==> src/rtl/signal_sequencer_if.sv <==
// Handshake and signal-memory bus for the signal sequencer: control inputs,
// the registered ROM read port and the control word presented to the datapath.
interface signal_sequencer_if #(
    parameter int MEMORY_WIDTH = 63,
    parameter int ADDRS_WIDTH  = 4,
    parameter int HOLD_WIDTH   = 8
);
    logic                    start_i;
    logic [ADDRS_WIDTH-1:0]  first_addrs_i;
    logic [ADDRS_WIDTH-1:0]  last_addrs_i;
    logic [HOLD_WIDTH-1:0]   hold_cycles_i;
    logic                    stall_i;
    logic [MEMORY_WIDTH-1:0] rom_signals_data_i;
    logic [ADDRS_WIDTH-1:0]  addrs_rom_signal_o;
    logic                    rd_rom_signals_ld_o;
    logic [MEMORY_WIDTH-1:0] signals_o;
    logic                    signals_valid_o;
    logic                    busy_o;
    logic                    done_o;

    modport master (
        output start_i, first_addrs_i, last_addrs_i, hold_cycles_i, stall_i,
               rom_signals_data_i,
        input  addrs_rom_signal_o, rd_rom_signals_ld_o, signals_o,
               signals_valid_o, busy_o, done_o
    );

    modport slave (
        input  start_i, first_addrs_i, last_addrs_i, hold_cycles_i, stall_i,
               rom_signals_data_i,
        output addrs_rom_signal_o, rd_rom_signals_ld_o, signals_o,
               signals_valid_o, busy_o, done_o
    );
endinterface

==> src/rtl/signal_sequencer.sv <==
// Walks a range of signal-memory words, presenting each control word to the
// datapath for a programmable number of cycles, then pulses done.
module signal_sequencer #(
    parameter int MEMORY_WIDTH = 63,
    parameter int ADDRS_WIDTH  = 4,
    parameter int HOLD_WIDTH   = 8
) (
    input  logic              clk_i,
    input  logic              rst_n_i,
    signal_sequencer_if.slave bus
);
    localparam logic [2:0] ST_IDLE  = 3'd0;
    localparam logic [2:0] ST_FETCH = 3'd1;
    localparam logic [2:0] ST_LATCH = 3'd2;
    localparam logic [2:0] ST_HOLD  = 3'd3;
    localparam logic [2:0] ST_DONE  = 3'd4;

    logic [2:0]              state;
    logic [ADDRS_WIDTH-1:0]  cur_addr;
    logic [ADDRS_WIDTH-1:0]  last_addr;
    logic [HOLD_WIDTH-1:0]   hold_cycles;
    logic [HOLD_WIDTH-1:0]   hold_cnt;
    logic [MEMORY_WIDTH-1:0] signals_q;

    always_ff @(posedge clk_i or negedge rst_n_i) begin
        if (!rst_n_i) begin
            state       <= ST_IDLE;
            cur_addr    <= '0;
            last_addr   <= '0;
            hold_cycles <= '0;
            hold_cnt    <= '0;
            signals_q   <= '0;
        end else begin
            case (state)
                ST_IDLE: begin
                    // Range and hold are frozen here so later input changes cannot disturb a run.
                    if (bus.start_i) begin
                        cur_addr    <= bus.first_addrs_i;
                        last_addr   <= bus.last_addrs_i;
                        hold_cycles <= bus.hold_cycles_i;
                        state       <= ST_FETCH;
                    end
                end
                ST_FETCH: state <= ST_LATCH;
                ST_LATCH: begin
                    signals_q <= bus.rom_signals_data_i;
                    hold_cnt  <= hold_cycles;
                    state     <= ST_HOLD;
                end
                ST_HOLD: begin
                    if (!bus.stall_i) begin
                        if (hold_cnt == '0) begin
                            // Word is cleared on exit so the datapath sees zeros outside HOLD.
                            signals_q <= '0;
                            if (cur_addr == last_addr) begin
                                state <= ST_DONE;
                            end else begin
                                cur_addr <= cur_addr + ADDRS_WIDTH'(1);
                                state    <= ST_FETCH;
                            end
                        end else begin
                            hold_cnt <= hold_cnt - HOLD_WIDTH'(1);
                        end
                    end
                end
                ST_DONE: state <= ST_IDLE;
                default: state <= ST_IDLE;
            endcase
        end
    end

    assign bus.addrs_rom_signal_o  = cur_addr;
    assign bus.rd_rom_signals_ld_o = (state == ST_FETCH);
    assign bus.signals_o           = signals_q;
    assign bus.signals_valid_o     = (state == ST_HOLD);
    assign bus.busy_o              = (state != ST_IDLE);
    assign bus.done_o              = (state == ST_DONE);
endmodule

==> src/flat_wrapper.sv <==
// flat-port wrapper written by rule: the top's interface ports become plain ports
module signal_sequencer_flat 
#(
    parameter int MEMORY_WIDTH = 63,
    parameter int ADDRS_WIDTH  = 4,
    parameter int HOLD_WIDTH   = 8
)
  (clk_i, rst_n_i, bus_start_i, bus_first_addrs_i, bus_last_addrs_i, bus_hold_cycles_i, bus_stall_i, bus_rom_signals_data_i, bus_addrs_rom_signal_o, bus_rd_rom_signals_ld_o, bus_signals_o, bus_signals_valid_o, bus_busy_o, bus_done_o);
  signal_sequencer_if #(.MEMORY_WIDTH(MEMORY_WIDTH), .ADDRS_WIDTH(ADDRS_WIDTH), .HOLD_WIDTH(HOLD_WIDTH)) bus_i ();
  input  logic clk_i;
  input  logic rst_n_i;
  input wire logic [$bits(bus_i.start_i)-1:0] bus_start_i;
  input wire logic [$bits(bus_i.first_addrs_i)-1:0] bus_first_addrs_i;
  input wire logic [$bits(bus_i.last_addrs_i)-1:0] bus_last_addrs_i;
  input wire logic [$bits(bus_i.hold_cycles_i)-1:0] bus_hold_cycles_i;
  input wire logic [$bits(bus_i.stall_i)-1:0] bus_stall_i;
  input wire logic [$bits(bus_i.rom_signals_data_i)-1:0] bus_rom_signals_data_i;
  output wire logic [$bits(bus_i.addrs_rom_signal_o)-1:0] bus_addrs_rom_signal_o;
  output wire logic [$bits(bus_i.rd_rom_signals_ld_o)-1:0] bus_rd_rom_signals_ld_o;
  output wire logic [$bits(bus_i.signals_o)-1:0] bus_signals_o;
  output wire logic [$bits(bus_i.signals_valid_o)-1:0] bus_signals_valid_o;
  output wire logic [$bits(bus_i.busy_o)-1:0] bus_busy_o;
  output wire logic [$bits(bus_i.done_o)-1:0] bus_done_o;
  assign bus_i.start_i = bus_start_i;
  assign bus_i.first_addrs_i = bus_first_addrs_i;
  assign bus_i.last_addrs_i = bus_last_addrs_i;
  assign bus_i.hold_cycles_i = bus_hold_cycles_i;
  assign bus_i.stall_i = bus_stall_i;
  assign bus_i.rom_signals_data_i = bus_rom_signals_data_i;
  assign bus_addrs_rom_signal_o = bus_i.addrs_rom_signal_o;
  assign bus_rd_rom_signals_ld_o = bus_i.rd_rom_signals_ld_o;
  assign bus_signals_o = bus_i.signals_o;
  assign bus_signals_valid_o = bus_i.signals_valid_o;
  assign bus_busy_o = bus_i.busy_o;
  assign bus_done_o = bus_i.done_o;
  signal_sequencer #(.MEMORY_WIDTH(MEMORY_WIDTH), .ADDRS_WIDTH(ADDRS_WIDTH), .HOLD_WIDTH(HOLD_WIDTH)) u_core (.clk_i(clk_i), .rst_n_i(rst_n_i), .bus(bus_i));
endmodule
==> config.mk <==
export PLATFORM = sky130hd
export DESIGN_NAME = signal_sequencer_flat
export DESIGN_NICKNAME = d
export VERILOG_FILES = /design/src/rtl/signal_sequencer_if.sv /design/src/rtl/signal_sequencer.sv /design/src/flat_wrapper.sv
export SDC_FILE = /design/constraint.sdc
export NUM_CORES = 1
export LEC_CHECK = 0
export ABC_AREA = 0
export BUFFER_PORTS_ARGS = -buffer_cell sky130_fd_sc_hd__buf_2
export CORE_MARGIN = 8
export CORE_UTILIZATION = 44
export DETAILED_ROUTE_END_ITERATION = 8
export GPL_ROUTABILITY_DRIVEN = 0
export PLACE_DENSITY = 0.76
export SLEW_MARGIN = 20
export SYNTH_ARGS = -nofsm -noshare
export SYNTH_HDL_FRONTEND = slang
export SYNTH_SLANG_ARGS = --single-unit
==> constraint.sdc <==
create_clock -name clk_i -period 1.8 [get_ports clk_i]
set_input_delay 0.09 -clock clk_i [delete_from_list [all_inputs] [get_ports clk_i]]
set_output_delay 0.09 -clock clk_i [all_outputs]
set_load 0.1 [all_outputs]
==> run metrics, run 1 <==
Async SR Flop Fraction between 90% and 100%; status completed; first-pass GRT wire length 20,440 um; Achievable Freq 575.5 MHz; DP Cell Count between 600 and 700; Post-Route M1 WL around 4800 um; Net Count, Synth roughly 520; Slew Viols, Final 0; Crit path required time about 2 ns; placed instance area 5114 um2; CTS tree yes; DR top layer met4; cell area after layout just over 6000 um2; vias post-DR 4,079; core outline area around 9000 um2; PortBufs roughly 150; wire per inst approximately 16 um; Tcrit/Tclk final 96.53%; multi-input logic area ~1700 um2; final antenna-violating net count 0; clk buf depth 2; reg2reg path depth 6; Sink Count 90; predominant post-synthesis flop cell dfrtp_1; DIE WIDTH 111.8 um; DRC Markers 0; area share of the largest cell type after synthesis a little under three fifths; hold_sp bus_first_addrs_i[2]; number of max-cap violations 0; Total GRT Usage 20.08%; WL final roughly 13,000 um; setup slack, reg-to-reg ~0.062 ns; Storage cell area 2267 um2; CP Launch Type flip-flop; fillers 668; worst relative slew slack 65.87%; Final setup viols 0; nets@finish 760; non-filler instance count after layout slightly below 800; Syn Inst Count between 400 and 500; utilization after layout between 60% and 70%; synthesized area 4038 um2; metal3 WL 787 um; post-detail-place hpwl between 8000 and 9000 um; number of synthesized flops with an enable pin 0; Synth area leaders dfrtp_1 56%, nand2_1 12%, nand3_1 8.6%; Ant. Diodes 0; Routed met2 length 6623 um; CTS Buf Count 9; WHS Path Cells 4; die area 12,500 um2; # IOs 154; cell taking the most area after synthesis dfrtp_1; drt pass-1 iters 5; grt ovf 0; Die H approximately 110 um; top cells by count, synth 130 x nand2_1, 90 x dfrtp_1, 69 x nand3_1, 16 x a21oi_1, 13 x nor2_1; Initial Util between 40% and 50%; crit end category flip-flop; count leader, synth nand2_1; Setup CP Type flip-flop to flip-flop; worst r2r src u_core.hold_cnt[4]; RSZ-0062 raised after global routing true; CP startpoint u_core.hold_cnt[4]; post-detailed-route via-to-cell ratio 5.163; Hold WC Path Type primary input to flip-flop; hold path endpoint u_core.bus.addrs_rom_signal_o[2]; setup TNS 0 ns; reg2reg end u_core.bus.signals_o[17]; detailed router's first-iteration violation count roughly 280; share of cells above drive strength 1 between 30% and 40%; Final min period 1.738 ns; crit path DAT about 2 ns; H-tree depth 3; clock transition at the registers of the reported paths roughly 0.09 ns; clock root cell clkbuf_8; worst-path fanout max just under 50; Seq/Total Area, Yosys roughly 56%; yosys warns 0; initial antenna violation count 0; later-pin clock latency in the skew report ~0.35 ns; Worst Skew ~0.013 ns; syn_area_per_cell around 9.4 um2; Yosys cell types 43; Final Hold Fails 0; Area Growth Syn to Fin 53.18%; vias in the first global route ~4.3k; worst-margin pin slew about 0.52 ns; Core Rows 35; Yosys reg bits 90; largest net degree at the start of global routing 50
## kinds of logic (layout without fill, tap and decap cells)
logic type / after synthesis / count (layout) / share of synthesized area (%)
flops: 90 / 90 / 55.78
fa+ha+maj: 3 / 3 / 0.9298
buf+inv: 34 / 282 / 4.648
mux: 12 / 12 / 3.347
xor+xnor: 4 / 4 / 0.8676
compound gates: 49 / 49 / 7.965
simple gates: 239 / 239 / 26.46
## flip-flops by register name (all words and copies together) (netlist names)
| register | count |
|---|---|
| u_core.bus.signals_o | 63 |
| u_core.hold_cnt | 8 |
| u_core.hold_cycles | 8 |
| u_core.bus.addrs_rom_signal_o | 4 |
| u_core.last_addr | 4 |
| u_core.state | 3 |
## worst max-delay path, stage by stage, from the launching register on
cell and delay, ns:
dfrtp_1 0.42, nor4_4 0.30, nand4b_1 0.25, a21o_2 0.31, buf_12 0.18, nand2_1 0.09
nand2_1 0.05
## what timing repair did
action / 4_1_cts / 5_1_grt
hold buffers: 77 / 0
setup buffers: 2 / 3
cloned: 0 / 0
pin swaps: 0 / 6
endpoints found under the hold margin: 110 / 0
gates resized for setup: 2 / 9
setup endpoints to repair: 2 / 74
## layout by cell type, fill, tap and decap left out, drive strengths merged, types with 2 or more instances in the layout
cell type,count
clkinvlp,2
buf,183
nor4,4
nand2b,3
o22ai,2
mux2,12
clkbuf,10
a21oi,18
nor2,13
nor2b,2
inv,8
nor3,8
bufinv,2
o31ai,2
nand2,130
xor2,4
nand3,69
or3,2
dlygate4sd3,77
ha,3
nor3b,2
o2bb2ai,3
o21ai,10
a22oi,2
dfrtp,90
a21o,4
and3,2
## area by class of cell
cell class / instances / area share [%]
repair buffers: 260 / 30.06
multi-input cells: 307 / 26.95
inverters: 6 / 0.4653
flip-flops and latches: 90 / 36.66
well taps: 111 / 2.246
clock inverters: 6 / 1.558
clock buffers: 10 / 2.064
## stage by stage
step	setup slack, ns	hold WS [ns]
2_1_floorplan	-0.1601	-0.2056
3_3_place_gp	0.06965	0.08316
3_5_place_dp	0.06514	0.08723
4_1_cts	0.04364	0.1051
5_1_grt	-0.05190	0.1524
6_report	0.06241	0.1220
## worst max-delay path by stage
stage                                  endpoint  slack [ns]  depth (start not counted)
6_report               u_core.bus.signals_o[17]        0.06                          6
4_1_cts                     bus_signals_valid_o        0.04                          4
3_5_place_dp   u_core.bus.addrs_rom_signal_o[2]        0.07                          6
2_1_floorplan  u_core.bus.addrs_rom_signal_o[0]       -0.16                          6
3_3_place_gp                 u_core.hold_cnt[5]        0.07                          5
5_1_grt                u_core.bus.signals_o[62]       -0.05                          6
## routing by layer
layer	vias to the layer above	global-route usage, %
met5	-	0
met4	0	10.67
met3	43	5.141
met2	165	35.46
met1	1931	21.65
li1	1940	-
Power of run 1 is not shown: default switching activity piles up to over one toggle a cycle in this logic, so the estimate is an artifact.
==> run 2: changes to the inputs <==
--- a/config.mk
+++ b/config.mk
@@ -7,11 +7,13 @@
 export LEC_CHECK = 0
 export ABC_AREA = 0
 export BUFFER_PORTS_ARGS = -buffer_cell sky130_fd_sc_hd__buf_2
+export CELL_PAD_IN_SITES_DETAIL_PLACEMENT = 2
+export CELL_PAD_IN_SITES_GLOBAL_PLACEMENT = 2
 export CORE_MARGIN = 8
-export CORE_UTILIZATION = 44
+export CORE_UTILIZATION = 25
 export DETAILED_ROUTE_END_ITERATION = 8
 export GPL_ROUTABILITY_DRIVEN = 0
-export PLACE_DENSITY = 0.76
+export PLACE_DENSITY = 0.75
 export SLEW_MARGIN = 20
 export SYNTH_ARGS = -nofsm -noshare
 export SYNTH_HDL_FRONTEND = slang
==> run 2 against run 1 <==
Effect of this change:
- the run now ends with setup timing left
- critical path depth up 2
- critical path type unchanged
- highest routed layer unchanged
- count of clock-buffer cells in the layout is 2 higher
- routed wire length grew 52%
- maximum frequency shrank 5.1%
- first-iteration DRC count fell by 46%
- hold slack improved by 0.058 ns
- register-to-register slack worse by 0.09 ns
==> run metrics, run 2 (synthesis results as in run 1) <==
CP startpoint u_core.hold_cnt[4]; failing checks setup timing; Final setup viols 12; H-tree depth 3; crit path capture u_core.bus.signals_o[26]; reg2reg path depth 8; vias in the first global route ~4.8k; Achievable Freq 546.4 MHz; post-detail-place hpwl roughly 11,000 um; Core Rows 46; Sink Count 90; initial antenna violation count 2; Largest stage delay, worst path approximately 0.42 ns; max reg flops 63; Setup CP Type flip-flop to flip-flop; vias post-DR 4,302; Tcrit/Tclk final 101.7%; crit path DAT 2.10 ns; PortBufs ~150; post-detailed-route via-to-cell ratio around 4.7; status complete, but fails checks; core outline area about 16,000 um2; fillers around 1.6k; cell area after layout 7061 um2; setup slack, reg-to-reg -0.03 ns; Die H ~140 um; clk buf depth 2; first-pass GRT wire length ~27,000 um; largest net degree at the start of global routing 60; clock transition at the registers of the reported paths around 0.070 ns; worst r2r src u_core.hold_cnt[4]; detailed router's first-iteration violation count around 150; worst path cell trace nor4_4 -> nand4b_1 -> buf_6 -> a21oi_4 -> buf_6 -> clkbuf_16 -> nand3_2 -> nand2_1; Slew Viols, Final 0; DRC Markers 0; commonest non-fill, non-tap cell in the layout buf_2; Final min period approximately 1.8 ns; DIE WIDTH 143.1 um; worst relative slew slack a little under two thirds; RSZ-0062 raised after global routing true; crit end category flip-flop; Initial Util 25.51%; CTS Buf Count 9; later-pin clock latency in the skew report ~0.34 ns; WL final approximately 19,000 um; Crit path required time around 2.1 ns; worst-margin pin slew between 0.5 and 0.6 ns; CTS tree yes; setup ws final -0.03007 ns; utilization after layout 44.61%; worst-path fanout max 5; number of max-cap violations 0; final antenna-violating net count 0; drt pass-1 iters 4; Slowest-stage cell, CP dfrtp_1; Area Growth Syn to Fin 74.87%; Worst Skew 0.005959 ns; Total GRT Usage ~17%; reg2reg end u_core.bus.signals_o[26]; share of cells above drive strength 1 a little under half; placed instance area between 5000 and 6000 um2; Hold WS roughly 0.18 ns; critical path's most frequent cell buf_6; grt ovf 0; die area just over 20,000 um2; clock root cell clkbuf_16; nets@finish slightly below 800; Final Hold Fails 0; Hold WC Path Type primary input to asynchronous set/reset pin; # IOs about 150; most frequent cells in the layout 150 x buf_2, 118 x nand2_1, 84 x dfrtp_1; wire per inst roughly 21 um; CP Launch Type flip-flop
[run 2: final cells by class]
cell class	instances	area (um2)	share of cell area, %
antenna	2	5.005	0.07088
clock buffer	12	256.5	3.633
clock inverter	3	40.04	0.5671
inverter	6	26.28	0.3721
multi-input combinational	307	2021	28.62
sequential	90	2267	32.11
tap	216	270.3	3.828
timing repair buffer	275	2175	30.80
[run 2: worst min path at each step]
stage	endpoint	slack, ns	depth (start not counted)	start
2_1_floorplan	u_core.bus.addrs_rom_signal_o[3]	-0.21	0	rst_n_i
3_3_place_gp	u_core.last_addr[1]	-0.009	1	rst_n_i
3_5_place_dp	u_core.last_addr[1]	-0.002	1	rst_n_i
4_1_cts	u_core.bus.addrs_rom_signal_o[2]	0.15	4	bus_first_addrs_i[2]
5_1_grt	u_core.state[0]	0.20	5	bus_start_i
6_report	u_core.last_addr[1]	0.18	2	rst_n_i
[run 2: stage by stage]
stage	instances	setup TNS, ns	worst slack, ns
5_1_grt	911	-6.496	-0.1383
4_1_cts	894	-2.075	-0.06031
6_report	911	-0.1010	-0.03007
3_3_place_gp	797	0	0.06982
3_5_place_dp	797	-0.9629	-0.05524
2_1_floorplan	431	-0.2872	-0.1601
[run 2: worst max-delay path, delay by kind of cell, from the launching register on]
kind	cells	cell delay, ns
simple gates	4	0.64
buf+inv	3	0.52
compound gates	1	0.18
flops	1	0.42
[run 2: repair_timing]
| action | CTS | global route |
|---|---|---|
| resized for setup | 5 | 89 |
| hold endpoints to repair | 108 | 0 |
| pin swaps | 4 | 112 |
| hold buffers | 77 | 0 |
| setup buffers | 4 | 4 |
| cloned | 1 | 11 |
| setup endpoints to repair | 65 | 76 |
[run 2: layer usage]
layer / vias up / share of wire, % / track usage [%]
li1: 1978 / - / -
met1: 2193 / 39 / 19.41
met2: 110 / 54 / 29.05
met3: 21 / 5.3 / 3.706
met4: 0 / 1.6 / 6.935
met5: - / 0 / 0
Power of run 2 is left out for the same reason.
